File: config.mk
export PLATFORM = sky130hd
export DESIGN_NAME = prog_loader
export DESIGN_NICKNAME = d
export VERILOG_FILES = /design/src/rtl/prog_loader.sv
export SDC_FILE = /design/constraint.sdc
export NUM_CORES = 1
export LEC_CHECK = 0
export BUFFER_PORTS_ARGS = -buffer_cell sky130_fd_sc_hd__buf_4
export CAP_MARGIN = 20
export CORE_ASPECT_RATIO = 0.5
export CORE_MARGIN = 4
export CORE_UTILIZATION = 60
export CTS_BUF_LIST = sky130_fd_sc_hd__clkbuf_16
export DETAILED_ROUTE_END_ITERATION = 10
export PLACE_DENSITY = 0.86
export RECOVER_POWER = 25
export SLEW_MARGIN = 20
export SYNTH_ARGS = -nofsm -noshare
export SYNTH_HDL_FRONTEND = slang
export SYNTH_SLANG_ARGS = --single-unit
File: constraint.sdc
create_clock -name clk -period 4.5 [get_ports clk]
set_clock_uncertainty 0.05 [all_clocks]
set_input_delay 0 -clock clk [delete_from_list [all_inputs] [get_ports clk]]
set_output_delay 0 -clock clk [all_outputs]
set_load 0.02 [all_outputs]
File: src/rtl/prog_loader.sv
// rtl/prog_loader.sv - framed byte-stream loader that writes 35-bit words into program RAM
// Holds the CPU while a frame is in flight and reports done or a sticky error code.
module prog_loader #(
   parameter logic [7:0]  SYNC_BYTE = 8'hA5,
   parameter logic [19:0] TIMEOUT   = 20'd500000,
   parameter int          INSTR_W   = 35,
   parameter int          ADDR_W    = 8
) (
   input  logic               clk,
   input  logic               reset_n,
   input  logic               in_valid,
   input  logic [7:0]         in_data,
   output logic               in_ready,
   output logic               wr_en,
   output logic [ADDR_W-1:0]  wr_addr,
   output logic [INSTR_W-1:0] wr_data,
   output logic               cpu_hold,
   output logic               busy,
   output logic               done,
   output logic               err,
   output logic [1:0]         err_code
);

   typedef enum logic [2:0] {
      S_IDLE,
      S_ADDR,
      S_CNT,
      S_DATA,
      S_CSUM
   } state_t;

   localparam logic [1:0] CODE_NONE    = 2'b00;
   localparam logic [1:0] CODE_CSUM    = 2'b01;
   localparam logic [1:0] CODE_FORMAT  = 2'b10;
   localparam logic [1:0] CODE_TIMEOUT = 2'b11;

   state_t              state_q,    state_d;
   logic                in_ready_q, in_ready_d;
   logic                wr_en_q,    wr_en_d;
   logic [ADDR_W-1:0]   wr_addr_q,  wr_addr_d;
   logic [INSTR_W-1:0]  wr_data_q,  wr_data_d;
   logic                hold_q,     hold_d;
   logic                done_q,     done_d;
   logic                err_q,      err_d;
   logic [1:0]          code_q,     code_d;
   logic [ADDR_W-1:0]   ptr_q,      ptr_d;
   logic [8:0]          left_q,     left_d;
   logic [2:0]          idx_q,      idx_d;
   logic [INSTR_W-1:0]  word_q,     word_d;
   logic [7:0]          csum_q,     csum_d;
   logic [19:0]         tmo_q,      tmo_d;
   logic                accept;

   assign accept = in_valid && in_ready_q;

   always_comb begin
      state_d    = state_q;
      in_ready_d = 1'b1;
      wr_en_d    = 1'b0;
      wr_addr_d  = wr_addr_q;
      wr_data_d  = wr_data_q;
      hold_d     = hold_q;
      done_d     = 1'b0;
      err_d      = err_q;
      code_d     = code_q;
      ptr_d      = ptr_q;
      left_d     = left_q;
      idx_d      = idx_q;
      word_d     = word_q;
      csum_d     = csum_q;

      // idle-gap counter only runs inside a frame
      if (state_q == S_IDLE || accept) begin
         tmo_d = 20'd0;
      end else begin
         tmo_d = tmo_q + 20'd1;
      end

      case (state_q)
         S_IDLE: begin
            if (accept && in_data == SYNC_BYTE) begin
               err_d   = 1'b0;
               code_d  = CODE_NONE;
               hold_d  = 1'b1;
               csum_d  = 8'd0;
               state_d = S_ADDR;
            end
         end
         S_ADDR: begin
            if (accept) begin
               ptr_d   = ADDR_W'(in_data);
               csum_d  = csum_q ^ in_data;
               state_d = S_CNT;
            end
         end
         S_CNT: begin
            if (accept) begin
               left_d  = (in_data == 8'd0) ? 9'd256 : {1'b0, in_data};
               csum_d  = csum_q ^ in_data;
               idx_d   = 3'd0;
               state_d = S_DATA;
            end
         end
         S_DATA: begin
            if (accept) begin
               csum_d = csum_q ^ in_data;
               if (idx_q == 3'd0) begin
                  if (in_data[7:3] != 5'd0) begin
                     err_d   = 1'b1;
                     code_d  = CODE_FORMAT;
                     state_d = S_IDLE;
                  end else begin
                     word_d = INSTR_W'(in_data[2:0]);
                     idx_d  = 3'd1;
                  end
               end else if (idx_q == 3'd4) begin
                  wr_en_d   = 1'b1;
                  wr_addr_d = ptr_q;
                  wr_data_d = {word_q[INSTR_W-9:0], in_data};
                  ptr_d     = ptr_q + ADDR_W'(1);
                  left_d    = left_q - 9'd1;
                  idx_d     = 3'd0;
                  if (left_q == 9'd1) begin
                     state_d = S_CSUM;
                  end
               end else begin
                  word_d = {word_q[INSTR_W-9:0], in_data};
                  idx_d  = idx_q + 3'd1;
               end
            end
         end
         S_CSUM: begin
            if (accept) begin
               if (in_data == csum_q) begin
                  done_d = 1'b1;
                  hold_d = 1'b0;
               end else begin
                  err_d  = 1'b1;
                  code_d = CODE_CSUM;
               end
               state_d = S_IDLE;
            end
         end
         default: begin
            state_d = S_IDLE;
         end
      endcase

      // a stalled frame is abandoned; the CPU stays held
      if (state_q != S_IDLE && !accept && tmo_q == TIMEOUT - 20'd1) begin
         err_d   = 1'b1;
         code_d  = CODE_TIMEOUT;
         tmo_d   = 20'd0;
         state_d = S_IDLE;
      end
   end

   always_ff @(posedge clk or negedge reset_n) begin
      if (!reset_n) begin
         state_q    <= S_IDLE;
         in_ready_q <= 1'b0;
         wr_en_q    <= 1'b0;
         wr_addr_q  <= '0;
         wr_data_q  <= '0;
         hold_q     <= 1'b0;
         done_q     <= 1'b0;
         err_q      <= 1'b0;
         code_q     <= CODE_NONE;
         ptr_q      <= '0;
         left_q     <= 9'd0;
         idx_q      <= 3'd0;
         word_q     <= '0;
         csum_q     <= 8'd0;
         tmo_q      <= 20'd0;
      end else begin
         state_q    <= state_d;
         in_ready_q <= in_ready_d;
         wr_en_q    <= wr_en_d;
         wr_addr_q  <= wr_addr_d;
         wr_data_q  <= wr_data_d;
         hold_q     <= hold_d;
         done_q     <= done_d;
         err_q      <= err_d;
         code_q     <= code_d;
         ptr_q      <= ptr_d;
         left_q     <= left_d;
         idx_q      <= idx_d;
         word_q     <= word_d;
         csum_q     <= csum_d;
         tmo_q      <= tmo_d;
      end
   end

   assign in_ready = in_ready_q;
   assign wr_en    = wr_en_q;
   assign wr_addr  = wr_addr_q;
   assign wr_data  = wr_data_q;
   assign cpu_hold = hold_q;
   assign busy     = (state_q != S_IDLE);
   assign done     = done_q;
   assign err      = err_q;
   assign err_code = code_q;

endmodule

==> out/qor.yml, run 1 <==
status:
  status: "finished, violations left"
  violations: "capacitance limit, slew limit"
drt:
  ant_nets: 0
  via_per_inst: 5.99
  vias: 4467
  first_pass_iters: 5
  drcViolationCount: 0
  drt_iter0_markers: 375
  drt_wl_total_um: 13600
  wl_per_cell_um: 18.2
layout:
  num-fill-cells: 690
  final_nets: 615
  multi_input_area_um2: 2500
  syn_to_final_growth_pct: 18.8
  final_area_um2: 7000
  n_antenna_cell: 0
  seq_area_um2: 3200
  mostFrequentLayoutCell: "dfrtp_1"
  drive_gt1_share_pct: 21.4
  final_cell_mix: "dfrtp_1, nor2_1, mux2_2"
logic_synthesis:
  synthesis.nets: 553
  postSynthCellCount: 536
  ys_ff_latch: 128
  async_reset_ff_share_pct: 100
  yosys.cell_types.count: 61
  syn_avg_cell_area_um2: 11.0
  synth_area_um2: 5890
  synth_warnings: 0
  synth-edff-count: 0
  ys_seq_area_share_pct: 54.4
  dominantRegCellSynth: "dfrtp_1"
global_routing:
  grt_max_degree: 57
  antenna_found_initial: 0
  grt_pass1_vias: 4493
  grt_pass1_wl_um: 23100
  grt-ovfl-total: 0
  track_usage_pct: 25.4
power:
  p_leak_nw: 3.16
  power_density_nw_per_um2: 559
  max-vdd-ir-drop_uv: 369
clocking:
  clk_pin_slew_ns: 0.06
  worstSkewPairLatency_ns: 0.41
  clock_path_buffers: 2
  cts_root_buf: "clkbuf_16"
  tritoncts: "done"
  numClockSinks: 128
  cts_buffers: 17
  cts_max_level: 4
sta:
  period_minus_slack_ns: 2.96
  post-route-period-util_pct: 65.8
  max_freq_mhz: 337
  worst_pin_slew_ns: 3.10
  hold_viol_final: 0
  setup_viol: 0
  slew_violations: 57
  fin_tns_setup_ns: 0
  rsz0062_at_grt: "false"
  slew_headroom_pct: -107
place:
  portBuffers: 61
  place_congestion: 0.865
  placed_area_um2: 6420
  detailed_place_hpwl_um: 8360
floorplan:
  die_h_um: 78.1
  die_x_um: 148
  core_um2: 9510
  start_util_pct: 61.9
  rows: 25
  die_area_um2: 11600
  pin_count: 62
setup_path:
  worstPathArrival_ns: 3.44
  setup.worst_path.class: "primary input to asynchronous set/reset pin"
  worstPathRequired_ns: 4.98
  cp_max_fo: 56
  startpoint_type: "primary input"
  worstSetupEndpointType: "asynchronous set/reset pin"
job:
  maxCapViolations: 1
hold_path:
  hold_class: "primary input to flop"
-- sequential cells by signal, indices dropped and copies added (netlist names) --
name / cells
wr_data: 35
word_q: 27
tmo_q: 20
left_q: 9
csum_q: 8
ptr_q: 8
wr_addr: 8
idx_q: 3
state_q: 3
err_code: 2
cpu_hold: 1
done: 1
err: 1
in_ready: 1
wr_en: 1
-- final cells by class --
| cell class | count | area share [%] |
|---|---|---|
| clock buffers | 17 | 6.08 |
| flip-flops and latches | 128 | 45.8 |
| repair buffers | 77 | 7.56 |
| clock inverters | 15 | 1.93 |
| multi-input cells | 365 | 35.8 |
| well taps | 135 | 2.41 |
| inverters | 9 | 0.483 |
-- metal layers --
| metal | global-route usage (%) | wire (um) | share of wire (%) |
|---|---|---|---|
| met5 | 0 | 0 | 0 |
| met4 | 9.68 | 263 | 1.9 |
| met3 | 6.23 | 763 | 5.6 |
| met2 | 42.6 | 6750 | 50 |
| met1 | 32.6 | 5780 | 43 |
-- worst paths after layout --
check / from / to / slack (ns) / cells after the start
setup / recovery: reset_n / word_q[1] / 1.54 / 3
hold / removal: in_data[2] / csum_q[2] / 0.42 / 4
setup reg to reg: state_q[2] / wr_data[14] / 1.71 / 5
hold reg to reg: left_q[7] / left_q[7] / 0.43 / 2
max in group clk: state_q[2] / wr_data[14] / 1.71 / 5
min in group asynchronous: reset_n / tmo_q[9] / 1.11 / 2
-- cells in the mapped netlist (all sizes together), types with 4 or more instances --
master | count | area [um^2]
nor2b | 7 | 43.8
nor3 | 16 | 80.1
nand3 | 11 | 67.6
a21oi | 16 | 80.1
xnor2 | 5 | 43.8
clkbuf | 21 | 78.8
xor2 | 21 | 184
nand2 | 39 | 146
nor4b | 5 | 43.8
mux2 | 46 | 518
nand4 | 10 | 62.6
inv | 9 | 33.8
o21ai | 37 | 196
o22ai | 4 | 25.0
ha | 6 | 75.1
buf | 13 | 81.3
nor2 | 52 | 198
a22o | 24 | 210
a31oi | 7 | 43.8
dfrtp | 128 | 3200
nor4 | 7 | 43.8
-- worst max-delay path, cell delays in order --
cell and delay, ns:
dlygate4sd3_1 0.52, clkbuf_1 2.19, buf_4 0.71
-- through the flow --
stage	std cells	worst slack (ns)	hold slack [ns]	util [%]	power [mW]
2_1_floorplan	536	2.33	-0.346	-	2.28
3_3_place_gp	703	1.52	0.0516	67.3	2.57
3_5_place_dp	704	1.74	0.0616	67.6	2.62
4_1_cts	746	1.72	0.167	74.5	3.95
5_1_grt	746	0.900	0.421	73.6	4.14
6_report	746	1.54	0.417	73.6	3.91
-- repair_timing --
| item | CTS | global route |
|---|---|---|
| setup buffers | 0 | 0 |
| gates resized for setup | 0 | 0 |
| hold buffers | 10 | 0 |
| endpoints found under the hold margin | 89 | 0 |
-- kinds of logic (layout without fill, tap and decap cells) --
family	Yosys count	after routing	share of synthesized area, %
other cells	1	1	0.0637
fa+ha+maj	6	6	1.27
mux	49	49	9.31
flops	128	128	54.4
buf+inv	43	118	3.29
xor+xnor	26	26	3.87
simple gates	171	171	14.9
compound gates	112	112	12.9
-- where the power goes --
group | switching, mW | internal (mW)
registers | 0.249 | 1.40
clock network | 0.531 | 0.764
logic | 0.577 | 0.394
total | 1.36 | 2.56
No activity file was read; power rests on OpenSTA's default activity.
==> run 2: changes to the inputs <==
--- a/config.mk
+++ b/config.mk
@@ -5,14 +5,15 @@
 export SDC_FILE = /design/constraint.sdc
 export NUM_CORES = 1
 export LEC_CHECK = 0
+export ABC_AREA = 1
 export BUFFER_PORTS_ARGS = -buffer_cell sky130_fd_sc_hd__buf_4
 export CAP_MARGIN = 20
 export CORE_ASPECT_RATIO = 0.5
 export CORE_MARGIN = 4
-export CORE_UTILIZATION = 60
+export CORE_UTILIZATION = 53
 export CTS_BUF_LIST = sky130_fd_sc_hd__clkbuf_16
 export DETAILED_ROUTE_END_ITERATION = 10
-export PLACE_DENSITY = 0.86
+export PLACE_DENSITY = 0.81
 export RECOVER_POWER = 25
 export SLEW_MARGIN = 20
 export SYNTH_ARGS = -nofsm -noshare
==> constraint.sdc (replaced) <==
create_clock -name clk -period 2.7 [get_ports clk]
set_clock_uncertainty 0.05 [all_clocks]
set_input_delay 0 -clock clk [delete_from_list [all_inputs] [get_ports clk]]
set_output_delay 0 -clock clk [all_outputs]
set_load 0.02 [all_outputs]
==> out/qor.yml, run 2 <==
layout:
  mostFrequentLayoutCell: "nand2_1"
  multi_input_area_um2: 2380
  syn_to_final_growth_pct: 18.0
  n_antenna_cell: 0
  final_nets: 802
  drive_gt1_share_pct: 12.3
  num-fill-cells: 934
  final_cell_mix: "nand2_1, dfrtp_1, inv_1"
  largest_register_ffs: 35
  seq_area_um2: 3200
drt:
  drcViolationCount: 0
  via_per_inst: 5.37
  drt_iter0_markers: 491
  first_pass_iters: 5
  drt_wl_total_um: 14300
  ant_nets: 0
  wl_per_cell_um: 15.1
  vias: 5068
logic_synthesis:
  yosys.cell_types.count: 39
  synth_top_family_by_area: "simple AND/OR/NAND/NOR gates"
  ys_seq_area_share_pct: 52.6
  async_reset_ff_share_pct: 100
  synth_common_cells: "nand2_1, dfrtp_1, inv_1, o21ai_0, nor2_1"
  synth-adder-area-share_pct: 1.23
  synth_warnings: 0
  synth-simple-area-share_pct: 23.8
  yosysMostFrequentCell: "nand2_1"
  syn_avg_cell_area_um2: 8.53
  synth-edff-count: 0
  synth_top_area_share_pct: 52.6
  synth_compound_area_share_pct: 10.9
  ys_ff_latch: 128
  muxShareOfSynthArea_pct: 0
  postSynthCellCount: 713
  synth_area_um2: 6080
  synth_area_leaders: "dfrtp_1, nand2_1, o21ai_0, inv_1, nor2_1"
  dominantRegCellSynth: "dfrtp_1"
  yosysTopAreaCell: "dfrtp_1"
  synth_xor_area_share_pct: 3.02
  synthesis.nets: 730
setup_path:
  cp_max_fo: 24
  r2r-start: "idx_q[0]"
  cp-startpoint: "idx_q[0]"
  startpoint_type: "flop"
  cp-endpoint: "word_q[17]"
  setup.worst_path.class: "flop to flop"
  r2r_setup_slack_ns: 0.54
  worstSetupEndpointType: "flop"
  r2r-end: "word_q[17]"
  worstPathArrival_ns: 2.38
  worstPathRequired_ns: 2.92
  ff2ff_path_depth: 10
clocking:
  cts_max_level: 4
  clk_pin_slew_ns: 0.06
  tritoncts: "done"
  cts_buffers: 17
  numClockSinks: 128
  clock_path_buffers: 2
  post-cts-setup-buffers: 0
  worstSkewPairLatency_ns: 0.42
  cts_root_buf: "clkbuf_16"
place:
  place_congestion: 0.888
  portBuffers: 61
  detailed_place_hpwl_um: 9310
global_routing:
  track_usage_pct: 22.1
  grt-ovfl-total: 0
  grt_pass1_wl_um: 24100
  grt_max_degree: 87
  antenna_found_initial: 0
  grt_pass1_vias: 4984
floorplan:
  rows: 27
  core_um2: 11100
  die_x_um: 160
  die_area_um2: 13400
  die_h_um: 83.8
  pin_count: 62
  start_util_pct: 54.7
status:
  status: "completed"
sta:
  setup_viol: 0
  slew_violations: 0
  rsz0062_at_grt: "false"
  holdWs_ns: 0.193
  worst_pin_slew_ns: 1.35
  slew_headroom_pct: 10.2
  post-route-period-util_pct: 80.1
  period_minus_slack_ns: 2.16
  fin_tns_setup_ns: 0
  max_freq_mhz: 462
  hold_viol_final: 0
power:
  max-vdd-ir-drop_uv: 489
  p_leak_nw: 3.51
  power_density_nw_per_um2: 959
hold_path:
  hold_class: "primary input to flop"
job:
  maxCapViolations: 0
==> run 2: final cells by class <==
cell class | instances | share of cell area, %
clock inverter | 15 | 1.69
inverter | 99 | 5.21
tap | 145 | 2.53
clock buffer | 17 | 5.93
sequential | 128 | 44.6
multi-input combinational | 464 | 33.1
timing repair buffer | 75 | 6.89
==> run 2: worst min path at each step <==
stage | from | to | slack, ns | depth (start not counted)
2_1_floorplan | reset_n | cpu_hold | -0.35 | 0
3_3_place_gp | reset_n | tmo_q[14] | 0.03 | 1
3_5_place_dp | reset_n | tmo_q[14] | 0.04 | 1
4_1_cts | reset_n | tmo_q[16] | 0.14 | 2
5_1_grt | in_valid | done | 0.23 | 3
6_report | in_valid | done | 0.19 | 3
==> run 2: metal layers <==
metal | GRT usage (%) | share of wire (%) | vias to the layer above
li1 | - | - | 2454
met1 | 28.0 | 44 | 2413
met2 | 36.9 | 48 | 176
met3 | 5.77 | 5.5 | 25
met4 | 7.95 | 1.8 | 0
met5 | 0 | 0 | -
==> run 2: what timing repair did <==
item                                   in CTS  in global routing
hold buffers                                9                  0
gates resized for setup                     0                  1
setup endpoints to repair                   0                 41
endpoints found under the hold margin      82                  0
==> run 2: cells by family after synthesis <==
group,after synthesis
simple gates,314
flops,128
compound gates,122
buf+inv,121
xor+xnor,21
fa+ha+maj,6
other cells,1
==> run 2: worst max-delay path, stage by stage, from the launching register on <==
cell and delay (ns):
dfrtp_1 0.35, inv_1 0.07, ha_1 0.24, nand2_1 0.18
inv_1 0.06, nor2_1 0.15, inv_1 0.07, nor2_1 0.10
nand2_1 0.20, inv_2 0.37, o22ai_1 0.16
==> run 2: per-stage QoR <==
stage,total power [mW],area (um^2),instances,setup slack [ns],utilization [%]
after floorplan,4.16,6080,713,1.03,-
after global placement,4.62,6640,902,0.640,59.8
after detailed placement,4.72,6640,902,0.488,59.8
after CTS,6.91,7280,943,0.447,65.5
after global routing,7.32,7180,943,0.343,64.6
final,6.88,7180,943,0.537,64.6
==> run 2: power breakdown <==
part	switching (mW)	internal (mW)	total [mW]
sequential	0.283	2.40	2.69
combinational	1.37	0.692	2.06
clock	0.879	1.26	2.14
total	2.53	4.35	6.88
==> run 3: changes to the inputs <==
--- a/config.mk
+++ b/config.mk
@@ -5,15 +5,15 @@
 export SDC_FILE = /design/constraint.sdc
 export NUM_CORES = 1
 export LEC_CHECK = 0
-export ABC_AREA = 1
+export ABC_AREA = 0
 export BUFFER_PORTS_ARGS = -buffer_cell sky130_fd_sc_hd__buf_4
 export CAP_MARGIN = 20
 export CORE_ASPECT_RATIO = 0.5
 export CORE_MARGIN = 4
-export CORE_UTILIZATION = 53
+export CORE_UTILIZATION = 59
 export CTS_BUF_LIST = sky130_fd_sc_hd__clkbuf_16
 export DETAILED_ROUTE_END_ITERATION = 10
-export PLACE_DENSITY = 0.81
+export PLACE_DENSITY = 0.85
 export RECOVER_POWER = 25
 export SLEW_MARGIN = 20
 export SYNTH_ARGS = -nofsm -noshare
==> constraint.sdc (replaced) <==
create_clock -name clk -period 2.2 [get_ports clk]
set_clock_uncertainty 0.05 [all_clocks]
set_input_delay 0 -clock clk [delete_from_list [all_inputs] [get_ports clk]]
set_output_delay 0 -clock clk [all_outputs]
set_load 0.02 [all_outputs]
==> out/qor.yml, run 3 (synthesized netlist as in run 1, its figures left out) <==
status:
  status: "completed"
setup_path:
  startpoint_type: "flop"
  setup.worst_path.class: "flop to flop"
  cp_slowest_cell: "or4_1"
  worstPathArrival_ns: 2.40
  cp_cell_sequence: "or4_1, or3_4, a32oi_2, o21ai_1, a32o_1"
  cp_max_fo: 4
  worstPathRequired_ns: 2.45
  worstSetupEndpointType: "flop"
  critPathMaxStageDelay_ns: 0.61
sta:
  slew_headroom_pct: 14.8
  holdWs_ns: 0.0552
  rsz0062_at_grt: "true"
  hold_viol_final: 0
  post-route-period-util_pct: 97.7
  worst_pin_slew_ns: 1.28
  max_freq_mhz: 465
  fin_tns_setup_ns: 0
  setup_viol: 0
  slew_violations: 0
  period_minus_slack_ns: 2.15
layout:
  num-fill-cells: 606
  final_cell_mix: "dfrtp_1, buf_4, nor2_1"
  largest_register_ffs: 35
  mostFrequentLayoutCell: "dfrtp_1"
  n_antenna_cell: 0
  drive_gt1_share_pct: 27.9
  final_area_um2: 7260
  syn_to_final_growth_pct: 23.3
  final_nets: 627
  stdcell_count: 758
clocking:
  clk_pin_slew_ns: 0.06
  worstSkewPairLatency_ns: 0.41
  cts_max_level: 4
  numClockSinks: 128
  cts_root_buf: "clkbuf_16"
  tritoncts: "done"
  clock_path_buffers: 2
  cts_buffers: 17
global_routing:
  grt_pass1_wl_um: 22900
  grt_max_degree: 53
  antenna_found_initial: 0
  grt_pass1_vias: 4425
  track_usage_pct: 24.9
  grt-ovfl-total: 0
drt:
  first_pass_iters: 5
  drt_iter0_markers: 405
  vias: 4577
  drcViolationCount: 0
  via_per_inst: 6.04
  wl_per_cell_um: 18.4
  drt_wl_total_um: 14000
  ant_nets: 0
power:
  seqPwrFrac_pct: 39.3
  p_sw_mw: 2.87
  power_density_nw_per_um2: 1170
  power_frac_comb_pct: 26.5
  clkPwrFrac_pct: 34.1
  p_leak_nw: 3.35
  swShare_pct: 33.8
  max-vdd-ir-drop_uv: 650
  total_power_mw: 8.49
  internal-power_mw: 5.62
job:
  maxCapViolations: 0
place:
  dp.cells: 717
  portBuffers: 61
  detailed_place_hpwl_um: 8630
  place_congestion: 0.856
  placed_area_um2: 6550
floorplan:
  die_area_um2: 11700
  start_util_pct: 61.5
  die_h_um: 78.6
  core_um2: 9570
  pin_count: 62
  die_x_um: 149
  rows: 25
hold_path:
  hold_class: "primary input to flop"
-- run 3: cell type report --
cell class / instances / area, um^2 / area share, %
Sequential cell: 128 / 3200 / 44.1
Clock buffer: 17 / 425 / 5.86
Multi-Input combinational cell: 365 / 2530 / 34.9
Inverter: 9 / 33.8 / 0.465
Tap cell: 135 / 169 / 2.33
Timing Repair Buffer: 89 / 711 / 9.79
Clock inverter: 15 / 185 / 2.55
-- run 3: power by group through the flow --
stage / registers (mW) / clock network (mW) / logic (mW)
final: 3.34 / 2.90 / 2.25
after global placement: 3.30 / 0 / 2.07
after CTS: 3.31 / 2.93 / 2.22
after global routing: 3.40 / 3.06 / 2.45
after floorplan: 3.39 / 0 / 1.29
after detailed placement: 3.34 / 0 / 2.15
-- run 3: through the flow --
step,util (%),worst slack [ns]
CTS,75.8,0.0357
floorplan,-,0.0349
detailed placement,68.4,-0.0196
global placement,68.4,0.0267
global route,75.9,-0.0298
finish,75.9,0.0496
-- run 3: critical path: cells and delay by family (launching register included) --
family / cells / cell delay, ns
AO/OA/AOI/OAI: 3 / 0.56
AND/OR/NAND/NOR: 2 / 1.02
flip-flops: 1 / 0.41
-- run 3: path summary, 6_finish.rpt --
check                          start          end  slack, ns  depth (start not counted)
setup reg to reg           left_q[6]   state_q[1]       0.05                          5
min in group asynchronous    reset_n     tmo_q[2]       0.35                          2
hold / removal              in_valid     idx_q[2]       0.06                          4
hold reg to reg             tmo_q[0]     tmo_q[0]       0.44                          1
max in group asynchronous    reset_n  wr_data[24]       0.34                          3
setup / recovery           left_q[6]   state_q[1]       0.05                          5
-- run 3: what timing repair did --
action | CTS | global route
hold buffers | 9 | 0
endpoints found under the hold margin | 80 | 0
pin swaps | 3 | 0
gates resized for setup | 3 | 5
setup buffers | 0 | 0
setup endpoints to repair | 1 | 6
-- run 3: metal layers --
| layer | wire length, um | global-route usage, % | part of all wire, % | vias up |
|---|---|---|---|---|
| li1 | - | - | - | 2087 |
| met1 | 6040 | 34.1 | 43 | 2280 |
| met2 | 6850 | 39.5 | 49 | 184 |
| met3 | 916 | 6.06 | 6.6 | 26 |
| met4 | 178 | 8.04 | 1.3 | 0 |
| met5 | 0 | 0 | 0 | - |
